--- config.mk ---
export PLATFORM = sky130hd
export DESIGN_NAME = mem_port_arbiter_flat
export DESIGN_NICKNAME = d
export VERILOG_FILES = /design/src/rtl/mem_port_arbiter_pkg.sv /design/src/rtl/mem_port_arbiter_if.sv /design/src/rtl/mem_port_arbiter_starve_cnt.sv /design/src/rtl/mem_port_arbiter.sv /design/src/flat_wrapper.sv
export SDC_FILE = /design/constraint.sdc
export NUM_CORES = 1
export LEC_CHECK = 0
export CAP_MARGIN = 20
export CORE_AREA = 5 5 104 106
export CTS_BUF_LIST = sky130_fd_sc_hd__clkbuf_8
export DETAILED_ROUTE_END_ITERATION = 7
export DIE_AREA = 0 0 109 111
export GPL_TIMING_DRIVEN = 1
export PLACE_DENSITY = 0.67
export SYNTH_ARGS = -nofsm -noshare
export SYNTH_HDL_FRONTEND = slang
export SYNTH_HIERARCHICAL = 1
export SYNTH_SLANG_ARGS = --single-unit
export TNS_END_PERCENT = 50
--- constraint.sdc ---
create_clock -name clk -period 4.2 [get_ports clk]
set_clock_uncertainty 0.2 [all_clocks]
set_input_delay 0.84 -clock clk [delete_from_list [all_inputs] [get_ports clk]]
set_output_delay 0.84 -clock clk [all_outputs]
set_load 0.01 [all_outputs]
--- src/rtl/mem_port_arbiter_pkg.sv ---
// ---------------------------------------------------------------------------
// mem_arb_pkg
//
// Shared types and constants for the memory port arbiter that sits between
// the IF stage, the MEM stage and the single-port synchronous SRAM.
//
// Contents:
//   owner_e        - who owns the read response returning next cycle
//   grant_e        - which requester (if any) wins the SRAM this cycle
//   STARVE_MAX_DEF - default number of denied fetch cycles before fetch
//                    is forced through
//   CNT_W          - width of the starvation counter
//   pick_grant()   - the arbitration priority rule
// ---------------------------------------------------------------------------
package mem_arb_pkg;

    typedef enum logic [1:0] {
        OWN_NONE = 2'd0,
        OWN_INST = 2'd1,
        OWN_DATA = 2'd2
    } owner_e;

    typedef enum logic [1:0] {
        GNT_NONE = 2'd0,
        GNT_INST = 2'd1,
        GNT_DATA = 2'd2
    } grant_e;

    localparam int STARVE_MAX_DEF = 4;
    localparam int CNT_W          = 4;

    // Data normally beats fetch, except when fetch has been denied long
    // enough that the starvation counter has reached its ceiling.
    function automatic grant_e pick_grant(input logic starved,
                                          input logic inst_eff,
                                          input logic data_eff);
        grant_e g;
        g = GNT_NONE;
        if (starved && inst_eff) begin
            g = GNT_INST;
        end else if (data_eff) begin
            g = GNT_DATA;
        end else if (inst_eff) begin
            g = GNT_INST;
        end
        return g;
    endfunction

endpackage

--- src/rtl/mem_port_arbiter_if.sv ---
// ---------------------------------------------------------------------------
// mem_port_arbiter_if
//
// Bundles every bus signal around the arbiter: the fetch port, the data
// port and the SRAM port.
//
//   slave  modport - the arbiter's view (requests in, grants/responses out,
//                    SRAM controls out, SRAM read data in)
//   master modport - the surroundings' view (IF/MEM stages and the SRAM)
//
// Fetch port : inst_req, inst_addr, inst_cancel -> inst_gnt, inst_rvalid,
//              inst_rdata
// Data port  : data_req, data_we, data_addr, data_wdata -> data_gnt,
//              data_rvalid, data_rdata
// SRAM port  : sram_en, sram_we, sram_addr, sram_wdata <- sram_rdata
// ---------------------------------------------------------------------------
interface mem_port_arbiter_if
    import mem_arb_pkg::*;
#(
    parameter int ADDR_W = 32,
    parameter int DATA_W = 32
);

    logic              inst_req;
    logic [ADDR_W-1:0] inst_addr;
    logic              inst_cancel;
    logic              inst_gnt;
    logic              inst_rvalid;
    logic [DATA_W-1:0] inst_rdata;

    logic              data_req;
    logic [3:0]        data_we;
    logic [ADDR_W-1:0] data_addr;
    logic [DATA_W-1:0] data_wdata;
    logic              data_gnt;
    logic              data_rvalid;
    logic [DATA_W-1:0] data_rdata;

    logic              sram_en;
    logic [3:0]        sram_we;
    logic [ADDR_W-1:0] sram_addr;
    logic [DATA_W-1:0] sram_wdata;
    logic [DATA_W-1:0] sram_rdata;

    modport slave (
        input  inst_req, inst_addr, inst_cancel,
        output inst_gnt, inst_rvalid, inst_rdata,
        input  data_req, data_we, data_addr, data_wdata,
        output data_gnt, data_rvalid, data_rdata,
        output sram_en, sram_we, sram_addr, sram_wdata,
        input  sram_rdata
    );

    modport master (
        output inst_req, inst_addr, inst_cancel,
        input  inst_gnt, inst_rvalid, inst_rdata,
        output data_req, data_we, data_addr, data_wdata,
        input  data_gnt, data_rvalid, data_rdata,
        input  sram_en, sram_we, sram_addr, sram_wdata,
        output sram_rdata
    );

endinterface

--- src/rtl/mem_port_arbiter_starve_cnt.sv ---
// ---------------------------------------------------------------------------
// arb_starve_cnt
//
// Saturating counter of consecutive cycles in which a live fetch request
// was denied. Once it sits at STARVE_MAX the arbiter lets fetch through.
//
// Ports:
//   clk     in  clock
//   reset   in  synchronous, active-high reset
//   inc     in  fetch was wanted but not granted this cycle
//   clr     in  fetch was granted, or no fetch is wanted
//   at_max  out counter equals STARVE_MAX
// ---------------------------------------------------------------------------
module arb_starve_cnt
    import mem_arb_pkg::*;
#(
    parameter int STARVE_MAX = STARVE_MAX_DEF
) (
    input  logic clk,
    input  logic reset,
    input  logic inc,
    input  logic clr,
    output logic at_max
);

    localparam logic [CNT_W-1:0] MAX_C = CNT_W'(STARVE_MAX);

    logic [CNT_W-1:0] cnt_q;
    logic [CNT_W-1:0] cnt_d;

    // Clear wins over increment; increment stops at the ceiling.
    always_comb begin
        cnt_d = cnt_q;
        if (clr) begin
            cnt_d = '0;
        end else if (inc && (cnt_q != MAX_C)) begin
            cnt_d = cnt_q + 1'b1;
        end
    end

    always_ff @(posedge clk) begin
        if (reset) begin
            cnt_q <= '0;
        end else begin
            cnt_q <= cnt_d;
        end
    end

    assign at_max = (cnt_q == MAX_C);

endmodule

--- src/rtl/mem_port_arbiter.sv ---
// ---------------------------------------------------------------------------
// mem_port_arbiter
//
// Shares one single-port synchronous SRAM between instruction fetch and the
// MEM stage. At most one access is granted per cycle; data has priority
// except when fetch has been starved for STARVE_MAX cycles. Read data comes
// back one cycle after the grant and is steered to whoever was granted.
// A fetch squashed by a branch cancel never returns data.
//
// Ports:
//   clk    in  clock
//   reset  in  synchronous, active-high reset
//   bus    mem_port_arbiter_if.slave  fetch, data and SRAM signals
//
// Parameters:
//   ADDR_W      address width (must match the interface)
//   DATA_W      data width (must match the interface)
//   STARVE_MAX  denied fetch cycles before fetch is forced (1..15)
// ---------------------------------------------------------------------------
module mem_port_arbiter
    import mem_arb_pkg::*;
#(
    parameter int ADDR_W     = 32,
    parameter int DATA_W     = 32,
    parameter int STARVE_MAX = STARVE_MAX_DEF
) (
    input  logic                    clk,
    input  logic                    reset,
    mem_port_arbiter_if.slave       bus
);

    logic   inst_eff;
    logic   data_eff;
    logic   starved;
    grant_e grant;

    logic              sram_en_c;
    logic [3:0]        sram_we_c;
    logic [ADDR_W-1:0] sram_addr_c;
    logic [DATA_W-1:0] sram_wdata_c;

    owner_e owner_q;
    owner_e owner_d;
    logic   cancel_flag_q;
    logic   cancel_flag_d;

    logic              inst_rvalid_c;
    logic              data_rvalid_c;

    // A cancelled fetch is treated as no fetch at all, and nothing is
    // requested while reset is high.
    assign inst_eff = bus.inst_req & ~bus.inst_cancel & ~reset;
    assign data_eff = bus.data_req & ~reset;

    arb_starve_cnt #(
        .STARVE_MAX (STARVE_MAX)
    ) u_starve_cnt (
        .clk    (clk),
        .reset  (reset),
        .inc    (inst_eff & (grant != GNT_INST)),
        .clr    ((grant == GNT_INST) | ~inst_eff),
        .at_max (starved)
    );

    assign grant = pick_grant(starved, inst_eff, data_eff);

    // SRAM request mux: the winner owns the SRAM port this cycle; with no
    // winner the whole port is driven to zero.
    always_comb begin
        sram_en_c    = 1'b0;
        sram_we_c    = 4'h0;
        sram_addr_c  = '0;
        sram_wdata_c = '0;
        case (grant)
            GNT_INST: begin
                sram_en_c   = 1'b1;
                sram_addr_c = bus.inst_addr;
            end
            GNT_DATA: begin
                sram_en_c    = 1'b1;
                sram_we_c    = bus.data_we;
                sram_addr_c  = bus.data_addr;
                sram_wdata_c = bus.data_wdata;
            end
            default: begin
            end
        endcase
    end

    assign bus.sram_en    = sram_en_c;
    assign bus.sram_we    = sram_we_c;
    assign bus.sram_addr  = sram_addr_c;
    assign bus.sram_wdata = sram_wdata_c;
    assign bus.inst_gnt   = (grant == GNT_INST);
    assign bus.data_gnt   = (grant == GNT_DATA);

    // Remember who will own next cycle's SRAM read data. Stores complete at
    // grant, so only a data read claims the response. The cancel flag is
    // captured alongside a fetch grant so a late-seen cancel can drop it.
    always_comb begin
        owner_d       = OWN_NONE;
        cancel_flag_d = cancel_flag_q;
        if (grant == GNT_INST) begin
            owner_d       = OWN_INST;
            cancel_flag_d = bus.inst_cancel;
        end else if ((grant == GNT_DATA) && (bus.data_we == 4'h0)) begin
            owner_d = OWN_DATA;
        end
    end

    // Reset drops any response in flight.
    always_ff @(posedge clk) begin
        if (reset) begin
            owner_q       <= OWN_NONE;
            cancel_flag_q <= 1'b0;
        end else begin
            owner_q       <= owner_d;
            cancel_flag_q <= cancel_flag_d;
        end
    end

    // Response steering. A fetch response is squashed if cancel was seen at
    // grant time (flag) or is asserted now, in the response cycle.
    always_comb begin
        inst_rvalid_c = (owner_q == OWN_INST) & ~cancel_flag_q &
                        ~bus.inst_cancel & ~reset;
        data_rvalid_c = (owner_q == OWN_DATA) & ~reset;
    end

    assign bus.inst_rvalid = inst_rvalid_c;
    assign bus.data_rvalid = data_rvalid_c;
    assign bus.inst_rdata  = inst_rvalid_c ? bus.sram_rdata : '0;
    assign bus.data_rdata  = data_rvalid_c ? bus.sram_rdata : '0;

endmodule

--- src/flat_wrapper.sv ---
// flat-port wrapper written by rule: the top's interface ports become plain ports
module mem_port_arbiter_flat import mem_arb_pkg::*;
#(
    parameter int ADDR_W     = 32,
    parameter int DATA_W     = 32,
    parameter int STARVE_MAX = STARVE_MAX_DEF
)
  (clk, reset, bus_inst_req, bus_inst_addr, bus_inst_cancel, bus_inst_gnt, bus_inst_rvalid, bus_inst_rdata, bus_data_req, bus_data_we, bus_data_addr, bus_data_wdata, bus_data_gnt, bus_data_rvalid, bus_data_rdata, bus_sram_en, bus_sram_we, bus_sram_addr, bus_sram_wdata, bus_sram_rdata);
  mem_port_arbiter_if #(.ADDR_W(ADDR_W), .DATA_W(DATA_W)) bus_i ();
  input  logic clk;
  input  logic reset;
  input wire logic [$bits(bus_i.inst_req)-1:0] bus_inst_req;
  input wire logic [$bits(bus_i.inst_addr)-1:0] bus_inst_addr;
  input wire logic [$bits(bus_i.inst_cancel)-1:0] bus_inst_cancel;
  output wire logic [$bits(bus_i.inst_gnt)-1:0] bus_inst_gnt;
  output wire logic [$bits(bus_i.inst_rvalid)-1:0] bus_inst_rvalid;
  output wire logic [$bits(bus_i.inst_rdata)-1:0] bus_inst_rdata;
  input wire logic [$bits(bus_i.data_req)-1:0] bus_data_req;
  input wire logic [$bits(bus_i.data_we)-1:0] bus_data_we;
  input wire logic [$bits(bus_i.data_addr)-1:0] bus_data_addr;
  input wire logic [$bits(bus_i.data_wdata)-1:0] bus_data_wdata;
  output wire logic [$bits(bus_i.data_gnt)-1:0] bus_data_gnt;
  output wire logic [$bits(bus_i.data_rvalid)-1:0] bus_data_rvalid;
  output wire logic [$bits(bus_i.data_rdata)-1:0] bus_data_rdata;
  output wire logic [$bits(bus_i.sram_en)-1:0] bus_sram_en;
  output wire logic [$bits(bus_i.sram_we)-1:0] bus_sram_we;
  output wire logic [$bits(bus_i.sram_addr)-1:0] bus_sram_addr;
  output wire logic [$bits(bus_i.sram_wdata)-1:0] bus_sram_wdata;
  input wire logic [$bits(bus_i.sram_rdata)-1:0] bus_sram_rdata;
  assign bus_i.inst_req = bus_inst_req;
  assign bus_i.inst_addr = bus_inst_addr;
  assign bus_i.inst_cancel = bus_inst_cancel;
  assign bus_inst_gnt = bus_i.inst_gnt;
  assign bus_inst_rvalid = bus_i.inst_rvalid;
  assign bus_inst_rdata = bus_i.inst_rdata;
  assign bus_i.data_req = bus_data_req;
  assign bus_i.data_we = bus_data_we;
  assign bus_i.data_addr = bus_data_addr;
  assign bus_i.data_wdata = bus_data_wdata;
  assign bus_data_gnt = bus_i.data_gnt;
  assign bus_data_rvalid = bus_i.data_rvalid;
  assign bus_data_rdata = bus_i.data_rdata;
  assign bus_sram_en = bus_i.sram_en;
  assign bus_sram_we = bus_i.sram_we;
  assign bus_sram_addr = bus_i.sram_addr;
  assign bus_sram_wdata = bus_i.sram_wdata;
  assign bus_i.sram_rdata = bus_sram_rdata;
  mem_port_arbiter #(.ADDR_W(ADDR_W), .DATA_W(DATA_W), .STARVE_MAX(STARVE_MAX)) u_core (.clk(clk), .reset(reset), .bus(bus_i));
endmodule
Word level (Yosys, flattened, before mapping)
Index checks and enable logic that the tools add are counted.
{"block": "classes", "n_reduce_logical": 7, "eq_ne": 7, "bitwise_logic": 13, "mux": 11, "n_addsub": 1}
{"op": "$mux 32", "n": 3}
{"op": "$pmux 32 s2", "n": 1}
{"op": "$and 1x1->1", "n": 8}
{"op": "$mux 2", "n": 3}
{"op": "$reduce_or 2->1", "n": 3}
{"op": "$add 4x1->4 const B", "n": 1}
{"op": "$eq 2x1->1 const B", "n": 2}
{"op": "$eq 2x2->1 const B", "n": 2}
{"op": "$eq 4x3->1 const B", "n": 1}
{"op": "$logic_not 4->1", "n": 1}
{"op": "$mux 4", "n": 1}
{"op": "$ne 4x3->1 const B", "n": 1}
{"op": "$not 1->1", "n": 4}
{"op": "$logic_and 1x1->1", "n": 3}
{"op": "$mux 1", "n": 3}
{"op": "$ne 2x1->1 const B", "n": 1}
{"op": "$or 1x1->1", "n": 1}
{"block": "word_totals", "out_inout_bits": 137, "word_cells": 43, "inputBits": 137, "regBits": 7}

Logic depth before layout (Yosys ltp)
Gate-level depths: netlist of the first run.
{"block": "depth", "word_depth": 10, "mapped_depth": 13, "mapped_depth_nobuf": 11}

By module
Netlist of the first run, hierarchy kept.
{"mod": "mem_port_arbiter", "seq_area_each_um2": 60.1, "n_inst": 1, "area_per_inst_um2": 1539.0, "cells_per_inst": 217}
{"mod": "arb_starve_cnt", "seq_area_each_um2": 80.1, "n_inst": 1, "area_per_inst_um2": 229.0, "cells_per_inst": 25}

Worst setup path before layout of the first run
OpenSTA, ideal clock, no wires.
{"block": "synth_path", "kind": "input to output", "from": "input reset", "to": "output bus_sram_addr[0]", "slack_ps": 853, "cell_stages": 7, "required_time_ps": 3160, "arrival_time_ps": 2307, "n_path_buf": 3, "cell_sequence": "clkbuf_1 nor3_1 ha_1 clkbuf_1 buf_1 a22oi_1 nor2_1"}
{"block": "synth_via", "elab_chain_cells": 7, "elab_cells_between_ends": 10, "classes_between": "eq/ne: 2; mux: 4; bitwise: 3; reduce/logical: 1"}
{"item": "from (decl)", "line": "flat_wrapper.sv:11", "rtl": "input logic reset;"}
{"item": "$not 1->1 (*)", "line": "mem_port_arbiter.sv:52, mem_port_arbiter.sv:53"}
{"item": "$and 1x1->1", "line": "mem_port_arbiter.sv:52", "rtl": "assign inst_eff = bus.inst_req & ~bus.inst_cancel & ~reset;"}
{"item": "$mux 1", "line": "mem_port_arbiter_pkg.sv:43", "rtl": "end else if (inst_eff) begin"}
{"item": "$mux 2", "line": "mem_port_arbiter_pkg.sv:41", "rtl": "end else if (data_eff) begin"}
{"item": "$mux 2 (*)", "line": "mem_port_arbiter_pkg.sv:39", "rtl": "if (starved && inst_eff) begin"}
{"item": "$eq 2x1->1 (*)"}
{"item": "named net bus_inst_gnt", "line": "flat_wrapper.sv:15", "rtl": "output wire logic [$bits(bus_i.inst_gnt)-1:0] bus_inst_gnt;"}
{"item": "$pmux 32 s2 (*)", "line": "mem_port_arbiter.sv:74", "rtl": "case (grant)"}
{"item": "to (decl)", "line": "flat_wrapper.sv:27", "rtl": "output wire logic [$bits(bus_i.sram_addr)-1:0] bus_sram_addr;"}
The timed path passes the listed nets; every way through them passes the cells marked *.

Worst setup path in the final report of the first run
{"block": "layout_path", "from": "input bus_inst_cancel", "to": "output bus_sram_addr[8]"}
{"block": "layout_via", "elab_chain_cells": 8, "elab_cells_between_ends": 10, "classes_between": "eq/ne: 2; mux: 4; bitwise: 3; reduce/logical: 1"}
{"item": "from (decl)", "line": "flat_wrapper.sv:14", "rtl": "input wire logic [$bits(bus_i.inst_cancel)-1:0] bus_inst_cancel;"}
{"item": "$not 1->1 (*)", "line": "mem_port_arbiter.sv:52"}
{"item": "$and 1x1->1 (*) (2 in series)", "line": "mem_port_arbiter.sv:52"}
{"item": "$mux 1", "line": "mem_port_arbiter_pkg.sv:43"}
{"item": "$mux 2", "line": "mem_port_arbiter_pkg.sv:41"}
{"item": "$mux 2 (*)", "line": "mem_port_arbiter_pkg.sv:39"}
{"item": "$eq 2x2->1 / $eq 2x1->1 (equally long branches)", "line": "mem_port_arbiter.sv:74"}
{"item": "$pmux 32 s2 (*)", "line": "mem_port_arbiter.sv:74"}
Every way passes the cells marked *; elsewhere a longest branch is shown, timed or not.

==> metrics, run 1 <==
Synth Cell Area=0.00177 mm²; Leak Pwr=1.81 nW; clk buf depth=2; Core Box Area=0.00968 mm²; overall routing resource usage=0.146; initial antenna violation count=0; crit path DAT=approximately 3100 ps; setup bufs post-CTS=0; Seq/Total Area, Yosys=0.0793; Max IR drop VDD=0.0000615 V; CP cell instances=clkdlybuf4s50_1 > nand2b_1 > or3_1 > ha_1 > buf_12 > nor2_1 > clkdlybuf4s50_1; number of library cell types mapped by synthesis=33; diode count=0; CTS Buf Count=3; Synth Area in Adders=0.0354; First-pass DRT Iterations=5; vias post-DR=2797; Filler Cell Count=between 900 and 1000; Final Max Slew Viols=0; fin cells=640; Placed Cells=636; dpl ws=104 ps; Core Util, Final=0.492; Worst Tran Pin Value=508 ps; CP startpoint kind=input port; status=completed; top cell type's share of synthesized area=0.241; critical path's slowest cell=clkdlybuf4s50_1; total power=roughly 0.43 mW; f_max=244 MHz; Setup crit start=bus_inst_cancel; CTS tree=built; worst-path maximum fanout=33; relative slew slack=0.661; crit path capture type=primary output; most used cell, CP=clkdlybuf4s50_1; detailed placement HPWL=8.34 mm; starting density of the core=0.183; cell row count=36; CP max stage delay=roughly 550 ps; XOR/XNOR share of the synthesized area=0; critical path class=in2out; Iter 0 DRT Violations=approximately 120; number of global-route vias before repair=2929; Die H=approximately 110 µm; hold_buf cts=0; Post-synth EDFFs=0; layout cells sized above 1=0.105; min-delay worst type=reg2reg; Power Density=89.3 mW/mm²; Routed WL=roughly 9.7 mm; RSZ-0062 raised after global routing=false; Synth top cells by count=and2_1, nor2_1, a22oi_1; count leader, synth=and2_1; die area=~0.012 mm²; Syn Nets=384; cell taking the most area after synthesis=and2_1; worst-skew pair later-pin latency=230 ps; final hold violations=0; Post-Syn Instances=242; largest family of logic cells by synthesized area=simple AND/OR/NAND/NOR gates; Residual DRC=0; mux cell area share after synthesis=0.00566; RR Startpoint=u_core/u_starve_cnt/cnt_q[0]; Vias/cell=4.37; final worst path period share=0.975; max cap viols=0; P&R area growth vs syn=169%; IO Pins=274; Setup WS post-layout=105 ps; Root Buffer=clkbuf_8; Synth async-reset ratio=0; Antenna Violating Nets Remaining=0; first-pass GRT wire length=roughly 15 mm; Synth Area in Simple Gates=0.631; Synth Area in Compound Gates=0.167; top post-synthesis cells by area=and2_1, nor3b_2, a22oi_1; main flop type after synthesis=dfxtp_1; Mean Syn Cell Area=7.31 µm²; GP Congestion=about 0.77; Die W=109 µm; clock-pin transition on the worst setup and hold timing paths=roughly 40 ps; Yosys reg bits=7; Fin Setup TNS=0 ps; # setup viols final=0; per-cell routed wire length=15.1 µm; Final #Nets=650; post-layout min period=between 4000 and 5000 ps; pin count of the biggest net entering global routing=38; H-Tree Depth=1; Req. time, crit path=3160 ps; post-CTS sizing=0; TritonCTS Sinks=7; Synth warnings=6; Port Buf Inserts=between 200 and 300; global route overflow=0; Hold Startpoint=u_core/u_starve_cnt/cnt_q[3]
sequential cells by signal, summed over array words and instances (netlist names):
name	count
u_core/owner_q	2
u_core/cancel_flag_q	1
u_core/u_starve_cnt/cnt_q	4
layer usage:
metal	vias to the layer above	GRT usage	wire length, µm
li1	1363	-	-
met1	1251	0.136	3130
met2	173	0.285	4950
met3	10	0.0646	1450
met4	0	0.0320	142
met5	-	0	0
final timing paths:
path                                  end  slack (ps)  cells after the start
min reg2reg  u_core/u_starve_cnt/cnt_q[3]         310                      1
max                      bus_sram_addr[8]         110                      7
min          u_core/u_starve_cnt/cnt_q[3]         310                      1
max reg2reg  u_core/u_starve_cnt/cnt_q[3]        1430                     11
cell type report:
cell class / count / area, µm² / area share
clock buffers: 3 / 41.3 / 0.00867
clock inverters: 1 / 3.75 / 0.000788
inverters: 6 / 22.5 / 0.00473
multi-input cells: 204 / 1490 / 0.312
flip-flops and latches: 7 / 141 / 0.0297
well taps: 133 / 166 / 0.0349
repair buffers: 286 / 2900 / 0.609
cell usage in the layout (no fill, tap or decap), types with 6 or more instances in the layout:
master / netlist / final
clkdlybuf4s50_1: 0 / 265
and2_1: 68 / 68
buf_4: 0 / 9
nor3b_2: 30 / 30
dlymetal6s2s_1: 0 / 8
nor2_1: 38 / 38
a22oi_1: 32 / 32
inv_1: 5 / 6
dfxtp_1: 7 / 6
where the power goes:
group          total, mW  leakage (nW)  internal (mW)  switching, mW
registers         0.0675        0.0569         0.0672       0.000304
logic              0.267          1.73          0.184         0.0826
clock network     0.0909        0.0269         0.0630         0.0279
total              0.425          1.81          0.315          0.111
kinds of logic (layout without fill, tap and decap cells):
group	after synthesis	count (layout)
and+or+nand+nor	158	158
buffers and inverters	31	296
AOI/OAI and AO/OA	40	40
muxes	1	1
adders and majority gates	5	5
DFF	7	7
metrics by stage:
stage	cell area, µm²	hold slack, ps
2_1_floorplan	1770	284
3_3_place_gp	4690	304
3_5_place_dp	4690	303
4_1_cts	4740	312
5_1_grt	4760	353
6_report	4760	310
critical path: cells and delay by family:
family,cells,cell delay (ps)
fa+ha+maj,1,350
simple gates,3,680
buf+inv,3,1170
Power figures use the tool's default switching activity.
==> inputs of run 2 (changes only) <==
Settings changed: ABC_CLOCK_PERIOD_IN_PS set to 4200, SETUP_SLACK_MARGIN set to 0.05, SKIP_CTS_REPAIR_TIMING set to 1.
==> run 2 against run 1 <==
First-iteration DRC count is 3.5% higher. Largest power group unchanged. Critical path type unchanged. Hold slack stayed put. Count of clock-buffer cells in the layout unchanged. Register-to-register slack about the same. Die area did not move. Global-route usage stayed put. Sequential cell count did not move. Worst setup slack improved by 74 ps.
==> metrics, run 2 (synthesized netlist as in run 1, its figures left out) <==
most frequent cells in the layout=clkdlybuf4s50_1, and2_1, nor2_1 (unchanged); Iter 0 DRT Violations=119 (was 115); Worst Tran Pin Value=509 ps (was 508 ps); Area after DPL=0.00469 mm² (unchanged); vias post-DR=2801 (was 2797); CP startpoint kind=input port (unchanged); crit path capture type=primary output (unchanged); # setup viols final=0 (unchanged); final hold violations=0 (unchanged); Leak Pwr=2.25 nW (was 1.81 nW); GP Congestion=0.769 (unchanged); CTS Buf Count=3 (unchanged); Reg with most FFs=u_core/u_starve_cnt/cnt_q (unchanged); f_max=249 MHz (was 244 MHz); detailed placement HPWL=8.34 mm (unchanged); post-layout min period=4020 ps (was 4090 ps); pin count of the biggest net entering global routing=38 (unchanged); Fin Setup TNS=0 ps (unchanged); global route overflow=0 (unchanged); fin cells=640 (unchanged); Die W=109 µm (unchanged); diode count=0 (unchanged); Vias/cell=4.38 (was 4.37); critical path class=in2out (unchanged); largest registers=u_core/u_starve_cnt/cnt_q (4), u_core/owner_q (2), u_core/cancel_flag_q (1) (unchanged); starting density of the core=0.183 (unchanged); number of global-route vias before repair=2929 (unchanged); RSZ-0062 raised after global routing=false (unchanged); most common cell after layout, fill and taps aside=clkdlybuf4s50_1 (unchanged); Power Density=87.9 mW/mm² (was 89.3 mW/mm²); cell row count=36 (unchanged); Final Max Slew Viols=0 (unchanged); die area=0.0121 mm² (unchanged); status=completed (unchanged); CTS tree=built (unchanged); IO Pins=274 (unchanged); design area=0.00483 mm² (was 0.00476 mm²); Placed Cells=636 (unchanged); First-pass DRT Iterations=4 (was 5); min-delay worst type=reg2reg (unchanged); Final #Nets=650 (unchanged); crit path DAT=2980 ps (was 3050 ps); Residual DRC=0 (unchanged); clk buf depth=2 (unchanged); initial antenna violation count=0 (unchanged); H-Tree Depth=1 (unchanged); layout cells sized above 1=0.105 (unchanged); Max IR drop VDD=0.0000614 V (was 0.0000615 V); P&R area growth vs syn=173% (was 169%); Filler Cell Count=925 (was 932); final worst path period share=0.957 (was 0.975); Root Buffer=clkbuf_8 (unchanged); Die H=111 µm (unchanged); relative slew slack=0.661 (about the same); Hold Worst Slack=310 ps (unchanged); Routed WL=9.74 mm (was 9.68 mm); Req. time, crit path=3160 ps (about the same); worst-skew pair later-pin latency=220 ps (was 230 ps); first-pass GRT wire length=14.5 mm (unchanged); Core Box Area=0.00968 mm² (unchanged); Antenna Violating Nets Remaining=0 (unchanged); TritonCTS Sinks=7 (unchanged); clock-pin transition on the worst setup and hold timing paths=40 ps (about the same); overall routing resource usage=0.146 (unchanged); worst-path maximum fanout=33 (unchanged); Port Buf Inserts=273 (unchanged); max reg flops=4 (unchanged); per-cell routed wire length=15.2 µm (was 15.1 µm); max cap viols=0 (unchanged); total power=0.424 mW (was 0.425 mW)
-- run 2: cell count changes in the layout (fill, tap and decap cells not counted) --
cell,previous run,this run
clkdlybuf4s50_1,265,241
dlymetal6s2s_1,8,32
buf_4,9,8
buf_6,0,1
-- run 2: where the power goes --
part	internal (mW)	switching (mW)	total, mW
Clock	0.0630	0.0279	0.0909
Combinational	0.183	0.0825	0.266
Sequential	0.0672	0.000308	0.0675
Total	0.313	0.111	0.424
-- run 2: final timing paths --
| path | from | slack [ps] | endpoint | cells past startpoint |
|---|---|---|---|---|
| hold reg to reg | u_core/u_starve_cnt/cnt_q[3] | 310 | u_core/u_starve_cnt/cnt_q[3] | 1 |
| setup reg to reg | u_core/u_starve_cnt/cnt_q[0] | 1440 | u_core/u_starve_cnt/cnt_q[3] | 11 |
| hold / removal | u_core/u_starve_cnt/cnt_q[3] | 310 | u_core/u_starve_cnt/cnt_q[3] | 1 |
| setup / recovery | bus_inst_cancel | 180 | bus_sram_en | 7 |
-- run 2: metrics by stage --
stage	setup WS (ps)	util
after floorplan	853	-
after global placement	123	0.485
after detailed placement	104	0.485
after CTS	95.6	0.489
after global routing	96.1	0.498
final	179	0.498
-- run 2: worst max-delay path, cell delays in order --
cell	delay [ps]
clkdlybuf4s50_1	440
nand2b_1	170
or3_1	390
ha_1	350
buf_12	180
inv_1	60
clkdlybuf4s50_1	530
-- run 2: area by class of cell --
cell class                      instances  area, µm²  share of cell area
Clock inverter                          1       3.75            0.000778
Multi-Input combinational cell        204       1490               0.308
Timing Repair Buffer                  286       2960               0.614
Tap cell                              133        166              0.0345
Sequential cell                         7        141              0.0293
Inverter                                6       22.5             0.00467
Clock buffer                            3       41.3             0.00856
-- run 2: metal layers --
layer  up-vias  wire length (µm)  GRT usage
met1      1254              3080      0.136
met3        12              1470     0.0646
met4         0               174     0.0320
li1       1360                 -          -
met2       175              5020      0.285
met5         -                 0          0
